File: config.mk
export PLATFORM = sky130hd
export DESIGN_NAME = axis_packet_arbiter_flat
export DESIGN_NICKNAME = d
export VERILOG_FILES = /design/src/rtl/axis_packet_arbiter_if.sv /design/src/rtl/axis_packet_arbiter.sv /design/src/flat_wrapper.sv
export SDC_FILE = /design/constraint.sdc
export NUM_CORES = 1
export LEC_CHECK = 0
export ABC_AREA = 1
export BUFFER_PORTS_ARGS = -buffer_cell sky130_fd_sc_hd__buf_2
export CAP_MARGIN = 20
export CORE_MARGIN = 4
export CORE_UTILIZATION = 45
export CTS_BUF_LIST = sky130_fd_sc_hd__clkbuf_8 sky130_fd_sc_hd__clkbuf_16
export DETAILED_ROUTE_END_ITERATION = 6
export PLACE_DENSITY_LB_ADDON = 0.05
export REMOVE_ABC_BUFFERS = 1
export SYNTH_ARGS = -nofsm -noshare
export SYNTH_HDL_FRONTEND = slang
export SYNTH_SLANG_ARGS = --single-unit
File: constraint.sdc
create_clock -name clk -period 9.4 [get_ports clk]
set_clock_uncertainty 0.15 [all_clocks]
set_input_delay 1.88 -clock clk [delete_from_list [all_inputs] [get_ports clk]]
set_output_delay 1.88 -clock clk [all_outputs]
set_load 0.05 [all_outputs]
File: src/rtl/axis_packet_arbiter_if.sv
// Stream bundle for the packet arbiter: N input channels merged onto one output.
// The slave modport is the arbiter side, the master modport the traffic side.
interface axis_packet_arbiter_if #(
   parameter int DATA_WIDTH     = 32,
   parameter int ID_WIDTH       = 4,
   parameter int DEST_WIDTH     = 4,
   parameter int USER_WIDTH     = 4,
   parameter int CHANNEL_NUMBER = 5
);
   typedef struct packed {
      logic [DATA_WIDTH-1:0] tdata;
      logic [ID_WIDTH-1:0]   tid;
      logic [DEST_WIDTH-1:0] tdest;
      logic [USER_WIDTH-1:0] tuser;
      logic                  tlast;
   } axis_data_t;

   axis_data_t                in [CHANNEL_NUMBER];
   logic [CHANNEL_NUMBER-1:0] in_valid;
   logic [CHANNEL_NUMBER-1:0] in_ready;
   axis_data_t                out;
   logic                      out_valid;
   logic                      out_ready;
   logic                      drop_pulse;

   modport master (
      output in, in_valid, out_ready,
      input  in_ready, out, out_valid, drop_pulse
   );

   modport slave (
      input  in, in_valid, out_ready,
      output in_ready, out, out_valid, drop_pulse
   );
endinterface

File: src/rtl/axis_packet_arbiter.sv
// Round-robin packet arbiter: locks onto a channel from header to TLAST,
// discards stray non-header beats while idle, one-entry output register.
module axis_packet_arbiter #(
   parameter int DATA_WIDTH           = 32,
   parameter int ID_WIDTH             = 4,
   parameter int DEST_WIDTH           = 4,
   parameter int USER_WIDTH           = 4,
   parameter int CHANNEL_NUMBER       = 5,
   parameter int CHANNEL_NUMBER_WIDTH = $clog2(CHANNEL_NUMBER),
   parameter logic [ID_WIDTH-1:0] ROUTING_HEADER = 'hA
) (
   input logic                   clk,
   input logic                   rst,
   axis_packet_arbiter_if.slave  bus
);
   localparam int CW = CHANNEL_NUMBER_WIDTH;
   localparam logic [CW:0]   N_EXT = (CW+1)'(CHANNEL_NUMBER);
   localparam logic [CW-1:0] N_M1  = CW'(CHANNEL_NUMBER - 1);

   typedef struct packed {
      logic [DATA_WIDTH-1:0] tdata;
      logic [ID_WIDTH-1:0]   tid;
      logic [DEST_WIDTH-1:0] tdest;
      logic [USER_WIDTH-1:0] tuser;
      logic                  tlast;
   } axis_data_t;

   typedef enum logic {IDLE, LOCKED} state_t;

   state_t     state_q, state_d;
   logic [CW-1:0] grant_q, grant_d;
   logic [CW-1:0] rr_ptr_q, rr_ptr_d;
   axis_data_t out_q, out_d;
   logic       out_valid_q, out_valid_d;

   logic [CHANNEL_NUMBER-1:0] hdr, stray, in_ready_c;
   logic          drop_c, found, acc, can_load;
   logic [CW-1:0] win, acc_ch;
   logic [CW:0]   idx;
   axis_data_t    beat;

   always_comb begin
      hdr   = '0;
      stray = '0;
      for (int i = 0; i < CHANNEL_NUMBER; i++) begin
         hdr[i]   = bus.in_valid[i] && (bus.in[i].tid == ROUTING_HEADER);
         stray[i] = bus.in_valid[i] && (bus.in[i].tid != ROUTING_HEADER);
      end
   end

   // first header found scanning upward from rr_ptr, with wrap
   always_comb begin
      found = 1'b0;
      win   = '0;
      idx   = '0;
      for (int k = 0; k < CHANNEL_NUMBER; k++) begin
         idx = {1'b0, rr_ptr_q} + (CW+1)'(k);
         if (idx >= N_EXT) idx = idx - N_EXT;
         if (!found && hdr[idx[CW-1:0]]) begin
            found = 1'b1;
            win   = idx[CW-1:0];
         end
      end
   end

   always_comb begin
      state_d     = state_q;
      grant_d     = grant_q;
      rr_ptr_d    = rr_ptr_q;
      out_d       = out_q;
      out_valid_d = out_valid_q;
      in_ready_c  = '0;
      drop_c      = 1'b0;
      acc         = 1'b0;
      acc_ch      = '0;
      can_load    = !out_valid_q || bus.out_ready;
      if (!rst) begin
         unique case (state_q)
            IDLE: begin
               in_ready_c = stray;
               drop_c     = |stray;
               if (found) begin
                  in_ready_c[win] = can_load;
                  acc    = can_load;
                  acc_ch = win;
               end
            end
            LOCKED: begin
               in_ready_c[grant_q] = can_load;
               acc    = can_load && bus.in_valid[grant_q];
               acc_ch = grant_q;
            end
            default: ;
         endcase
      end
      beat = bus.in[acc_ch];
      if (acc) begin
         out_d       = beat;
         out_valid_d = 1'b1;
         if (state_q == IDLE) begin
            rr_ptr_d = (acc_ch == N_M1) ? '0 : acc_ch + 1'b1;
            if (!beat.tlast) begin
               state_d = LOCKED;
               grant_d = acc_ch;
            end
         end else if (beat.tlast) begin
            state_d = IDLE;
         end
      end else if (bus.out_ready) begin
         out_valid_d = 1'b0;
      end
   end

   always_ff @(posedge clk or posedge rst) begin
      if (rst) begin
         state_q     <= IDLE;
         grant_q     <= '0;
         rr_ptr_q    <= '0;
         out_q       <= '0;
         out_valid_q <= 1'b0;
      end else begin
         state_q     <= state_d;
         grant_q     <= grant_d;
         rr_ptr_q    <= rr_ptr_d;
         out_q       <= out_d;
         out_valid_q <= out_valid_d;
      end
   end

   assign bus.in_ready   = in_ready_c;
   assign bus.drop_pulse = drop_c;
   assign bus.out        = out_q;
   assign bus.out_valid  = out_valid_q;
endmodule

File: src/flat_wrapper.sv
// flat-port wrapper written by rule: the top's interface ports become plain ports
module axis_packet_arbiter_flat 
#(
   parameter int DATA_WIDTH           = 32,
   parameter int ID_WIDTH             = 4,
   parameter int DEST_WIDTH           = 4,
   parameter int USER_WIDTH           = 4,
   parameter int CHANNEL_NUMBER       = 5,
   parameter int CHANNEL_NUMBER_WIDTH = $clog2(CHANNEL_NUMBER),
   parameter logic [ID_WIDTH-1:0] ROUTING_HEADER = 'hA
)
  (clk, rst, bus_in, bus_in_valid, bus_out_ready, bus_in_ready, bus_out, bus_out_valid, bus_drop_pulse);
  axis_packet_arbiter_if #(.DATA_WIDTH(DATA_WIDTH), .ID_WIDTH(ID_WIDTH), .DEST_WIDTH(DEST_WIDTH), .USER_WIDTH(USER_WIDTH), .CHANNEL_NUMBER(CHANNEL_NUMBER)) bus_i ();
  input logic clk;
  input logic rst;
  input wire logic [$bits(bus_i.in)-1:0] bus_in;
  input wire logic [$bits(bus_i.in_valid)-1:0] bus_in_valid;
  input wire logic [$bits(bus_i.out_ready)-1:0] bus_out_ready;
  output wire logic [$bits(bus_i.in_ready)-1:0] bus_in_ready;
  output wire logic [$bits(bus_i.out)-1:0] bus_out;
  output wire logic [$bits(bus_i.out_valid)-1:0] bus_out_valid;
  output wire logic [$bits(bus_i.drop_pulse)-1:0] bus_drop_pulse;
  assign bus_i.in = {>>{bus_in}};
  assign bus_i.in_valid = bus_in_valid;
  assign bus_i.out_ready = bus_out_ready;
  assign bus_in_ready = bus_i.in_ready;
  assign bus_out = bus_i.out;
  assign bus_out_valid = bus_i.out_valid;
  assign bus_drop_pulse = bus_i.drop_pulse;
  axis_packet_arbiter #(.DATA_WIDTH(DATA_WIDTH), .ID_WIDTH(ID_WIDTH), .DEST_WIDTH(DEST_WIDTH), .USER_WIDTH(USER_WIDTH), .CHANNEL_NUMBER(CHANNEL_NUMBER), .CHANNEL_NUMBER_WIDTH(CHANNEL_NUMBER_WIDTH), .ROUTING_HEADER(ROUTING_HEADER)) u_core (.clk(clk), .rst(rst), .bus(bus_i));
endmodule
==> results of run 1 <==
how the worst max path moves through the flow:
| stage | start | end | slack (ps) | cells after the start |
|---|---|---|---|---|
| CTS | bus_in[9] | bus_in_ready[3] | 3140 | 17 |
| floorplan | rst | bus_drop_pulse | 3120 | 3 |
| detailed placement | bus_in[9] | bus_in_ready[3] | 3150 | 17 |
| global route | bus_in[9] | bus_in_ready[3] | 2720 | 17 |
| global placement | bus_in[9] | bus_in_ready[3] | 3180 | 17 |
| finish | bus_in[9] | bus_in_ready[3] | 3090 | 17 |
per-layer routing:
metal / vias up / global-route usage (%)
li1: 3657 / -
met1: 3251 / 34.6
met2: 274 / 47.3
met3: 31 / 4.62
met4: 0 / 8.12
met5: - / 0
final cells by class:
type | count | area, um2 | share of cell area [%]
inverter | 53 | 201 | 2.77
tap | 172 | 215 | 2.96
clock inverter | 3 | 17.5 | 0.241
sequential | 53 | 1330 | 18.2
clock buffer | 5 | 125 | 1.72
multi-input combinational | 801 | 3910 | 53.7
timing repair buffer | 292 | 1480 | 20.4
synth_stat cells (7+ instances only):
cell type / n
a21oi_1: 7
inv_2: 8
o21ai_0: 12
o211ai_2: 10
or2_1: 28
nand3_1: 185
buf_2: 23
nand4_1: 18
o211ai_1: 35
buf_6: 9
or2_2: 15
buf_4: 11
nand2_1: 423
inv_1: 44
clkbuf_1: 16
nor2_1: 22
ha_1: 10
dfrtp_1: 53
state kept, by name, summed over array words and instances, names as in the netlist:
signal	flops
u_core.grant_q	3
u_core.bus.out	45
u_core.state_q	1
u_core.rr_ptr_q	3
u_core.bus.out_valid	1
logic make-up (layout without fill, tap and decap cells):
group	after synthesis	count (layout)	share of synthesized area, %
adders and majority gates	11	11	2.51
and+or+nand+nor	705	705	53.5
buffers and inverters	112	353	9.70
xor gates and xnor gates	5	5	0.887
DFF	53	53	22.9
AOI/OAI and AO/OA	80	80	10.5
metrics by stage:
step                cells  hold WS [ps]  util [%]
floorplan             907           314         -
global placement     1371           308      56.5
detailed placement   1371           310      56.5
CTS                  1379           330      57.6
global route         1379           339      57.6
finish               1379           324      57.6
worst min-delay path: cells and delay by family, from the launching register on:
| kind | cells | cell delay, ps |
|---|---|---|
| AND/OR/NAND/NOR | 2 | 110 |
| flip-flops | 1 | 340 |
==> impl_metrics.env, run 1 <==
export IMPL_grt_max_degree=84
export IMPL_cts_max_level=2
export IMPL_setup_viol=0
export IMPL_synth_area_top_cells="nand2_1 (27%), dfrtp_1 (23%), nand3_1 (16%), o211ai_1 (4.5%), or2_1 (3.0%)"
export IMPL_hold_path_end="u_core.bus.out[21]"
export IMPL_async_reset_ff_share_pct=100
export IMPL_cpPeakStageDelay_ps=430
export IMPL_core_area_um2=12600
export IMPL_hpwl_um=15400
export IMPL_cp_start_kind="input pin"
export IMPL_grt_pass1_vias=6706
export IMPL_min_period_ps=6310
export IMPL_hold_viol=0
export IMPL_required_ps=7370
export IMPL_fin_area_um2=7270
export IMPL_cp_slowest_cell="nor2_1"
export IMPL_gp_congestion=0.914
export IMPL_nNetsFinal=1450
export IMPL_drv_cap=0
export IMPL_yosysWarnings=0
export IMPL_crit_arrival_ps=4280
export IMPL_layout_commonest_cell="nand2_1"
export IMPL_layout_common_cells="nand2_1 (422), buf_2 (284), nand3_1 (185)"
export IMPL_cts_tree="built"
export IMPL_syn_area_um2=5780
export IMPL_wl_met3_um=1470
export IMPL_die_w_um=121
export IMPL_tightest_slew_ps=835
export IMPL_initial_core_util_pct=45.8
export IMPL_crit_top_cell="nand2_1"
export IMPL_status="completed"
export IMPL_firstDrtPassIters=5
export IMPL_antennaDiodeCount=0
export IMPL_path_cells="buf_2 -> nor2_1 -> nand3_1 -> nor2_1 -> nand2_1 -> nand2_1 -> nand2_1 -> a21oi_1 -> nand3_1 -> nand3_1 -> nand2_1 -> nand2_1 -> inv_1 -> o311ai_0 -> nand3_1 -> inv_1 -> buf_2"
export IMPL_grt_ovfl_total=0
export IMPL_synth_top_cell_by_area="nand2_1"
export IMPL_portBuffers=284
export IMPL_worstSkewPairLatency_ps=290
export IMPL_reg2reg_from="u_core.rr_ptr_q[0]"
export IMPL_cts_path_max_buffers=2
export IMPL_slew_headroom_pct=44.3
export IMPL_drive_above_1_share_pct=28.7
export IMPL_num_rows=41
export IMPL_cts_buffers=5
export IMPL_ff2ff_path_depth=19
export IMPL_synth_seq_area_share_pct=22.9
export IMPL_cts_resized=0
export IMPL_fin_crit_sh_pct=67.2
export IMPL_grt_usage_pct=27.3
export IMPL_cts_setup_buffers=0
export IMPL_synth_top_area_share_pct=27.5
export IMPL_routed_wl_um=20700
export IMPL_synth_ff_type="dfrtp_1"
export IMPL_hold_path_class="reg2reg"
export IMPL_ys_ff_latch=53
export IMPL_worst_slack_ps=3090
export IMPL_synth_edf_count=0
export IMPL_grt_pass1_wl_um=32900
export IMPL_num_fill_cells=1365
export IMPL_dr_wl_met2_um=10200
export IMPL_r2r_setup_slack_ps=3880
export IMPL_syn2layout_area_growth_pct=25.8
export IMPL_synth_area_per_cell_um2=5.99
export IMPL_synthCells=966
export IMPL_path_max_fanout=7
export IMPL_dp_slack_ps=3150
export IMPL_crit_family="simple AND/OR/NAND/NOR gates"
export IMPL_place_area_um2=7130
export IMPL_max_freq_mhz=158
export IMPL_cts_root_buffer="clkbuf_16"
export IMPL_ios=285
export IMPL_hold_buffers=0
export IMPL_ant_nets=0
export IMPL_min_delay_start="u_core.bus.out[21]"
export IMPL_hold_path_depth=2
export IMPL_highest_layer="met4"
export IMPL_endpoint_kind="primary output"
export IMPL_cts_sinks=53
export IMPL_routedWlPerCell_um=15.0
export IMPL_setup_tns_final_ps=0
export IMPL_critPathKind="in2out"
export IMPL_drc=0
export IMPL_wl_met1_um=8640
export IMPL_drv_slew=0
export IMPL_antenna_found_initial=0
export IMPL_path_clk_slew_ps=60
export IMPL_dr_total_vias=7213
export IMPL_die_area_um2=14700
export IMPL_synth_distinct_cells=42
export IMPL_r2r_end="u_core.bus.out[31]"
export IMPL_vias_per_cell=5.23
export IMPL_rsz0062_at_grt="false"
export IMPL_worst_path_buf_inv=4
export IMPL_fp_dieH_um=121
export IMPL_drtIter0Drc=531
Power of run 1 is not shown: default switching activity piles up to over one toggle a cycle in this logic, so the estimate is an artifact.
==> run 2, diff against run 1 <==
ABC_AREA = 0   (was 1)
clock period = 6.3 ns   (was 9.4 ns; I/O delays follow)
==> impl_metrics.env, run 2 <==
export IMPL_status="completed"
export IMPL_place_area_um2=6640
export IMPL_crit_family="compound AO/OA/AOI/OAI gates"
export IMPL_initial_core_util_pct=45.8
export IMPL_ios=285
export IMPL_crit_arrival_ps=4600
export IMPL_cts_max_level=2
export IMPL_vias_per_cell=6.29
export IMPL_antenna_found_initial=1
export IMPL_path_max_fanout=13
export IMPL_hold_viol=0
export IMPL_layout_commonest_cell="buf_2"
export IMPL_max_vdd_ir_drop_uv=350
export IMPL_final_cells=1043
export IMPL_num_fill_cells=1086
export IMPL_syn_area_um2=5230
export IMPL_synth_ff_type="dfrtp_1"
export IMPL_fp_dieH_um=116
export IMPL_min_period_ps=6010
export IMPL_grt_usage_pct=29.0
export IMPL_cp_slowest_cell="dfrtp_2"
export IMPL_drc=0
export IMPL_drv_cap=0
export IMPL_yosysWarnings=0
export IMPL_grt_ovfl_total=0
export IMPL_routedWlPerCell_um=20.2
export IMPL_ff2ff_path_depth=17
export IMPL_grt_pass1_wl_um=31100
export IMPL_synth_top_area_share_pct=25.3
export IMPL_cts_buffers=5
export IMPL_cpPeakStageDelay_ps=530
export IMPL_synth_most_common_cell="nand2_1"
export IMPL_multiInputGateArea_um2=3530
export IMPL_cp_start_kind="flop"
export IMPL_cts_sinks=53
export IMPL_place_inst=1035
export IMPL_endpoint_kind="primary output"
export IMPL_synthCells=657
export IMPL_synth_top_cell_by_area="dfrtp_1"
export IMPL_slew_headroom_pct=39.6
export IMPL_portBuffers=284
export IMPL_required_ps=4890
export IMPL_cts_path_max_buffers=2
export IMPL_path_cells="inv_1 -> ha_1 -> ha_2 -> xor2_1 -> a21oi_1 -> or3_1 -> a32o_1 -> and4_4 -> or3_1 -> o32ai_1 -> o21ai_0 -> o41ai_1 -> a22oi_1 -> nor2_1 -> buf_2"
export IMPL_synth_distinct_cells=77
export IMPL_ant_nets=0
export IMPL_die_area_um2=13400
export IMPL_worst_path_buf_inv=2
export IMPL_firstDrtPassIters=6
export IMPL_synth_edf_count=0
export IMPL_largest_reg_flops=45
export IMPL_drtIter0Drc=464
export IMPL_crit_top_cell="or3_1"
export IMPL_antennaDiodeCount=0
export IMPL_nNetsFinal=1143
export IMPL_num_rows=39
export IMPL_core_area_um2=11400
export IMPL_hold_path_depth=2
export IMPL_synth_area_top_cells="dfrtp_1 (25%), o22a_1 (7.4%), a22oi_1 (6.5%), o31ai_1 (6.3%), a21oi_1 (5.8%)"
export IMPL_yosys_top_cells_count="nand2_1 (67), a21oi_1 (61), dfrtp_1 (53)"
export IMPL_tightest_slew_ps=905
export IMPL_grt_max_degree=54
export IMPL_drv_slew=0
export IMPL_fin_crit_sh_pct=95.4
export IMPL_fin_area_um2=6780
export IMPL_p_leak_nw=3.55
export IMPL_layout_common_cells="buf_2 (284), nand2_1 (67), a21oi_1 (61)"
export IMPL_gp_congestion=1.05
export IMPL_ys_ff_latch=53
export IMPL_path_clk_slew_ps=70
export IMPL_synth_seq_area_share_pct=25.3
export IMPL_hold_path_class="reg2reg"
export IMPL_die_w_um=116
export IMPL_grt_pass1_vias=6040
export IMPL_critical_path_depth=15
export IMPL_dr_total_vias=6563
export IMPL_synth_area_per_cell_um2=7.97
export IMPL_hpwl_um=16400
export IMPL_max_freq_mhz=166
export IMPL_seq_area_um2=1330
export IMPL_setup_viol=0
export IMPL_drive_above_1_share_pct=38.0
export IMPL_power_density_nw_per_um2=680
export IMPL_cts_root_buffer="clkbuf_16"
export IMPL_syn2layout_area_growth_pct=29.6
export IMPL_whs_ps=326
export IMPL_critPathKind="reg2out"
export IMPL_async_reset_ff_share_pct=100
export IMPL_routed_wl_um=21100
export IMPL_worstSkewPairLatency_ps=300
export IMPL_cts_tree="built"
==> run 2: cell count changes after synthesis, sizes merged, moves of 15 or more <==
cell,previous run,this run
o211ai,45,3
nand4,18,3
o22ai,2,45
nand3,187,20
or2,43,1
a21oi,8,62
o22a,0,45
nand2,429,68
o31ai,2,45
a22oi,0,45
inv,53,15
==> run 2: worst register-to-register path: cells and delay by family, from the launching register on <==
family          cells  cell delay (ps)
compound gates      6             1720
simple gates        3              640
mux                 1              400
buf+inv             5             1200
fa+ha+maj           2              690
flops               1              390
==> run 2: worst paths after layout <==
check	to	slack, ps	start
min in group asynchronous	u_core.bus.out[31]	810	rst
setup reg to reg	u_core.bus.out[12]	1010	u_core.rr_ptr_q[0]
setup / recovery	bus_in_ready[0]	290	u_core.rr_ptr_q[1]
hold reg to reg	u_core.bus.out[30]	330	u_core.bus.out[30]
max in group asynchronous	u_core.rr_ptr_q[1]	4250	rst
hold / removal	u_core.bus.out[30]	330	u_core.bus.out[30]
==> run 2: final cells by class <==
| class | count | share of cell area (%) |
|---|---|---|
| multi-input combinational | 523 | 52.1 |
| timing repair buffer | 299 | 22.6 |
| tap | 143 | 2.64 |
| clock inverter | 3 | 0.258 |
| clock buffer | 5 | 1.85 |
| sequential | 53 | 19.6 |
| inverter | 17 | 0.959 |
==> run 2: cell families (layout without fill, tap and decap cells) <==
group                    count (synthesis)  after routing  synth area share (%)
AO/OA/AOI/OAI                          321            321                  43.7
XOR/XNOR                                 4              4                 0.813
adder cells (fa/ha/maj)                 11             11                  2.77
buffers and inverters                   81            324                  7.58
flip-flops                              53             53                  25.3
multiplexers                            11             11                  2.25
AND/OR/NAND/NOR                        176            176                  17.5
==> run 2: power breakdown <==
part | total [mW] | internal (mW) | switching [mW]
Combinational | 3.70 | 1.21 | 2.49
Clock | 0.281 | 0.147 | 0.134
Sequential | 0.630 | 0.518 | 0.112
Total | 4.61 | 1.88 | 2.74
==> run 2: routing by layer <==
layer	track usage (%)	routed length [um]	vias up
met5	0	12	-
met4	8.58	486	2
met3	4.18	1790	40
met2	49.9	10400	367
met1	37.8	8400	3091
li1	-	-	3063
==> run 2: through the flow <==
stage	util (%)	worst slack [ps]	setup TNS [ps]	power (mW)
final	59.4	288	0	4.61
after global routing	59.4	-0.430	-0.430	4.95
after CTS	59.4	103	0	4.58
after detailed placement	58.1	457	0	4.29
after global placement	58.1	582	0	4.24
after floorplan	-	-2600	-104040	3.34
==> run 2: timing repair <==
| item | 4_1_cts | 5_1_grt |
|---|---|---|
| endpoints found under the setup margin | 0 | 3 |
| hold buffers | 0 | 0 |
| endpoints found under the hold margin | 0 | 0 |
| gates resized for setup | 0 | 2 |
| setup buffers | 0 | 0 |
Power figures use the tool's default switching activity.
